[config.mk]
export PLATFORM = sky130hd
export DESIGN_NAME = cycle_sequencer
export DESIGN_NICKNAME = d
export VERILOG_FILES = /design/src/rtl/cycle_sequencer.sv
export SDC_FILE = /design/constraint.sdc
export NUM_CORES = 1
export LEC_CHECK = 0
export ABC_AREA = 1
export CAP_MARGIN = 10
export CORE_MARGIN = 5
export CORE_UTILIZATION = 54
export CTS_BUF_LIST = sky130_fd_sc_hd__clkbuf_4
export DETAILED_ROUTE_END_ITERATION = 8
export GPL_ROUTABILITY_DRIVEN = 0
export PLACE_DENSITY_LB_ADDON = 0.3
export SLEW_MARGIN = 20
export SYNTH_ARGS = -nofsm -noshare
export SYNTH_HDL_FRONTEND = slang
export SYNTH_SLANG_ARGS = --single-unit
[constraint.sdc]
create_clock -name clk -period 3.3 [get_ports clk]
set_clock_uncertainty 0.2 [all_clocks]
set_input_delay 0.99 -clock clk [delete_from_list [all_inputs] [get_ports clk]]
set_output_delay 0.99 -clock clk [all_outputs]
set_load 0.05 [all_outputs]
[src/rtl/cycle_sequencer.sv]
// Multicycle state-code sequencer (fetch/prep/exec) with run/step/stop control,
// HALT detection, memory wait states, PC breakpoint and saturating debug counters.
// Outputs are decoded from the registered state; requests act on the next rising edge.
module cycle_sequencer #(
  parameter int ADDR_W = 8,
  parameter int CNT_W  = 16
) (
  input  logic              clk,
  input  logic              rst_n,
  input  logic              run_req,
  input  logic              step_req,
  input  logic              stop_req,
  input  logic              sm_en,
  input  logic              mem_ready,
  input  logic [ADDR_W-1:0] pc,
  input  logic              bp_en,
  input  logic [ADDR_W-1:0] bp_addr,
  output logic [1:0]        sm,
  output logic              running,
  output logic              halted,
  output logic              bp_hit,
  output logic [CNT_W-1:0]  cycle_cnt,
  output logic [CNT_W-1:0]  instr_cnt
);

  typedef enum logic [2:0] {
    ST_STOP  = 3'd0,
    ST_FETCH = 3'd1,
    ST_PREP  = 3'd2,
    ST_EXEC  = 3'd3,
    ST_HALT  = 3'd4
  } state_t;

  localparam logic [CNT_W-1:0] CNT_ONE = {{(CNT_W-1){1'b0}}, 1'b1};
  localparam logic [CNT_W-1:0] CNT_MAX = {CNT_W{1'b1}};

  state_t state;
  state_t state_nxt;

  // step_mode: 1 = single instruction, 0 = free run
  logic step_mode;
  logic step_mode_nxt;
  logic stop_pending;
  logic stop_pending_nxt;
  // first_fetch masks the breakpoint so a restart at the breakpoint address proceeds
  logic first_fetch;
  logic first_fetch_nxt;
  logic bp_hit_nxt;
  logic instr_done;
  logic bp_match;

  assign bp_match = bp_en && !first_fetch && (pc == bp_addr);

  // State decode for the controller and the debug panel
  always_comb begin
    sm      = 2'b11;
    running = 1'b0;
    halted  = 1'b0;
    case (state)
      ST_FETCH: begin sm = 2'b00; running = 1'b1; end
      ST_PREP:  begin sm = 2'b01; running = 1'b1; end
      ST_EXEC:  begin sm = 2'b10; running = 1'b1; end
      ST_HALT:  halted = 1'b1;
      default:  sm = 2'b11;
    endcase
  end

  // Next-state and control-flag decisions
  always_comb begin
    state_nxt        = state;
    step_mode_nxt    = step_mode;
    stop_pending_nxt = stop_pending;
    first_fetch_nxt  = first_fetch;
    bp_hit_nxt       = bp_hit;
    instr_done       = 1'b0;

    // A stop request is only remembered while an instruction is in flight
    if (running && stop_req) begin
      stop_pending_nxt = 1'b1;
    end

    case (state)
      ST_STOP: begin
        if (step_req || run_req) begin
          state_nxt        = ST_FETCH;
          step_mode_nxt    = step_req;
          stop_pending_nxt = 1'b0;
          first_fetch_nxt  = 1'b1;
          bp_hit_nxt       = 1'b0;
        end
      end
      ST_FETCH: begin
        if (bp_match) begin
          // Stop before the fetch is performed
          state_nxt  = ST_STOP;
          bp_hit_nxt = 1'b1;
        end else if (mem_ready) begin
          state_nxt       = ST_PREP;
          first_fetch_nxt = 1'b0;
        end
      end
      ST_PREP: begin
        state_nxt = ST_EXEC;
      end
      ST_EXEC: begin
        if (!sm_en) begin
          // HALT instruction counts as executed, memory wait is irrelevant
          state_nxt  = ST_HALT;
          instr_done = 1'b1;
        end else if (mem_ready) begin
          instr_done = 1'b1;
          if (step_mode || stop_pending || stop_req) begin
            state_nxt = ST_STOP;
          end else begin
            state_nxt = ST_FETCH;
          end
        end
      end
      ST_HALT: begin
        state_nxt = ST_HALT;
      end
      default: begin
        state_nxt = ST_STOP;
      end
    endcase
  end

  // State register
  always_ff @(posedge clk or negedge rst_n) begin
    if (!rst_n) begin
      state <= ST_STOP;
    end else begin
      state <= state_nxt;
    end
  end

  // Control flags
  always_ff @(posedge clk or negedge rst_n) begin
    if (!rst_n) begin
      step_mode    <= 1'b0;
      stop_pending <= 1'b0;
      first_fetch  <= 1'b0;
      bp_hit       <= 1'b0;
    end else begin
      step_mode    <= step_mode_nxt;
      stop_pending <= stop_pending_nxt;
      first_fetch  <= first_fetch_nxt;
      bp_hit       <= bp_hit_nxt;
    end
  end

  // Saturating cycle and instruction counters
  always_ff @(posedge clk or negedge rst_n) begin
    if (!rst_n) begin
      cycle_cnt <= '0;
      instr_cnt <= '0;
    end else begin
      if (running && (cycle_cnt != CNT_MAX)) begin
        cycle_cnt <= cycle_cnt + CNT_ONE;
      end
      if (instr_done && (instr_cnt != CNT_MAX)) begin
        instr_cnt <= instr_cnt + CNT_ONE;
      end
    end
  end

endmodule

==> results.json <==
{
  "finalNetCount": 398,
  "worst_slack_ps": 128,
  "drtAntennaViolNets": 0,
  "vias": 2069,
  "synthCells": 306,
  "fin_util_pct": 74.0,
  "yosysTopAreaCell": "dfrtp_1",
  "async_flop_share_pct": 100,
  "routed_via_density": 4.89,
  "max_cap_violations": 0,
  "postCtsSetupBuffers": 0,
  "seq_area_frac_synth_pct": 42.7,
  "yosysMostFrequentCell": "nand2_1",
  "grt_pass1_wl_um": 8920,
  "htree_levels": 2,
  "drcViolationCount": 0,
  "grt_pass1_vias": 2134,
  "post-route-period-util_pct": 96.1,
  "core-area_um2": 4060,
  "die_y_um": 75.1,
  "grt_overflow": 0,
  "rsz0062_at_grt": "no",
  "crit_chain": "inv_1 -> nand2_1 -> nor2_1 -> clkdlybuf4s50_1",
  "antenna_found_initial": 0,
  "wirelength_um": 5260,
  "finalHoldViolations": 0,
  "cts_buffer_depth": 2,
  "worst-setup-path-type": "flop to output port",
  "critPathBufInv": 2,
  "fmax_mhz": 315,
  "synth_top_area_share_pct": 42.7,
  "setup_viol": 0,
  "synth_area_um2": 2290,
  "end_kind": "output port",
  "clk_latency_ps": 350,
  "die_area_um2": 5640,
  "clkSinkCount": 39,
  "start_util_pct": 56.4,
  "synth_edf_count": 0,
  "cpMaxStageDelayCell": "clkdlybuf4s50_1",
  "power.leakage_nw": 1.47,
  "hp-class": "flop to flop",
  "syn_nets": 332,
  "synth_seq_cells": 39,
  "critPathMaxStageDelay_ps": 810,
  "tritoncts": "done",
  "synth_ff_type": "dfrtp_1",
  "cts_made_buffers": 5,
  "fp-row-count": 23,
  "io_pins": 61,
  "clockRootBuffer": "clkbuf_4",
  "pre_cts_ws_ps": 471,
  "area_growth_pct": 31.3,
  "dieWidth_um": 75.1,
  "crit_fanout": 6,
  "power_density_nw_per_um2": 733,
  "avgSynthCellArea_um2": 7.47,
  "track_usage_pct": 20.7,
  "synth_common_cells": "nand2_1 (95), inv_1 (40), dfrtp_1 (39)",
  "cp_data_arrival_time_ps": 1980,
  "avgRoutedWirePerCell_um": 12.4,
  "grt_start_max_net_pins": 40,
  "slew_violations": 0,
  "place_hpwl_um": 4010,
  "tightest_slew_ps": 836,
  "cts.clk_slew.worst_paths_ps": 110,
  "crit_family": "buffers and inverters",
  "period_needed_ps": 3170,
  "drt_iter0_markers": 62,
  "startpoint_type": "flop",
  "drive_gt1_share_pct": 7.51,
  "max_slew_margin_pct": 44.2,
  "drt-pass1-iter-count": 4,
  "antenna_cells": 0,
  "status": "finished, final reports clean",
  "setup_tns_ps": 0,
  "p_total_mw": 2.20,
  "numPortBuffers": 60,
  "synth_area_leaders": "dfrtp_1 (43%), nand2_1 (16%), xor2_1 (8.0%)",
  "yosys_warnings": 0,
  "yosysUniqueCellTypes": 24,
  "vdd_ir_drop_max_v": 0.000585,
  "cp.required_ps": 2110
}
==> layer usage <==
layer	part of all wire, %	vias to the layer above	GRT usage (%)
li1	-	1071	-
met1	44	931	24.5
met2	48	59	35.5
met3	6.8	8	5.74
met4	1.3	0	8.10
met5	0	-	0
==> report_power, final <==
part | internal, mW | switching, mW
clock network | 0.156 | 0.162
registers | 0.592 | 0.134
logic | 0.373 | 0.785
==> logic make-up after synthesis <==
group,Yosys count,share of synthesized area [%]
buffers and inverters,44,7.93
DFF,39,42.7
and+or+nand+nor,179,33.8
AOI/OAI and AO/OA,15,3.83
adders and majority gates,2,1.09
xor gates and xnor gates,27,10.7
==> path summary, 6_finish.rpt <==
check                                  start       endpoint  slack, ps  cells after the start
min in group asynchronous              rst_n   cycle_cnt[3]        520                      1
worst min register to register     step_mode      step_mode        280                      2
worst max-delay path                state[0]         halted        130                      4
worst min-delay path               step_mode      step_mode        280                      2
worst max register to register  cycle_cnt[1]  cycle_cnt[15]       1190                     10
max in group asynchronous              rst_n         bp_hit       1850                      1
==> tightest hold or removal path: stages (launching register included) <==
cell	delay (ps)
dfrtp_1	360
nand2_1	50
nand2_1	50
==> cell type report <==
class	count	area (µm²)
Clock buffer	5	37.5
Fill cell	329	1050
Multi-Input combinational cell	223	1130
Sequential cell	39	976
Inverter	43	161
Tap cell	50	62.6
Clock inverter	3	38.8
Timing Repair Buffer	60	598
==> cells in the final DEF (no fill, tap or decap), drive strengths merged <==
master          n
nor3           10
clkinv          2
or2             1
a21oi           7
o21ai           7
nand4           4
nor2           46
dlymetal6s2s    1
clkbuf          5
o22ai           1
bufinv          1
nand3          18
nand3b          1
inv            43
nand2          99
xor2           22
xnor2           5
buf             1
dfrtp          39
ha              2
clkdlybuf4s50  58
==> through the flow <==
stage / hold slack, ps / instance area (µm²) / std cells
2_1_floorplan: 242 / 2290 / 306
3_3_place_gp: 260 / 2930 / 415
3_5_place_dp: 264 / 2930 / 415
4_1_cts: 290 / 3000 / 423
5_1_grt: 320 / 3000 / 423
6_report: 285 / 3000 / 423
==> sequential cells by signal, indices dropped and copies added (netlist names) <==
signal        count
instr_cnt        16
stop_pending      1
state             3
bp_hit            1
first_fetch       1
cycle_cnt        16
step_mode         1
==> repair_timing <==
action | CTS | global route
resized for setup | 0 | 1
hold endpoints to repair | 0 | 0
endpoints found under the setup margin | 0 | 1
hold buffers | 0 | 0
Note: power is estimated with default switching activity, not from simulation.
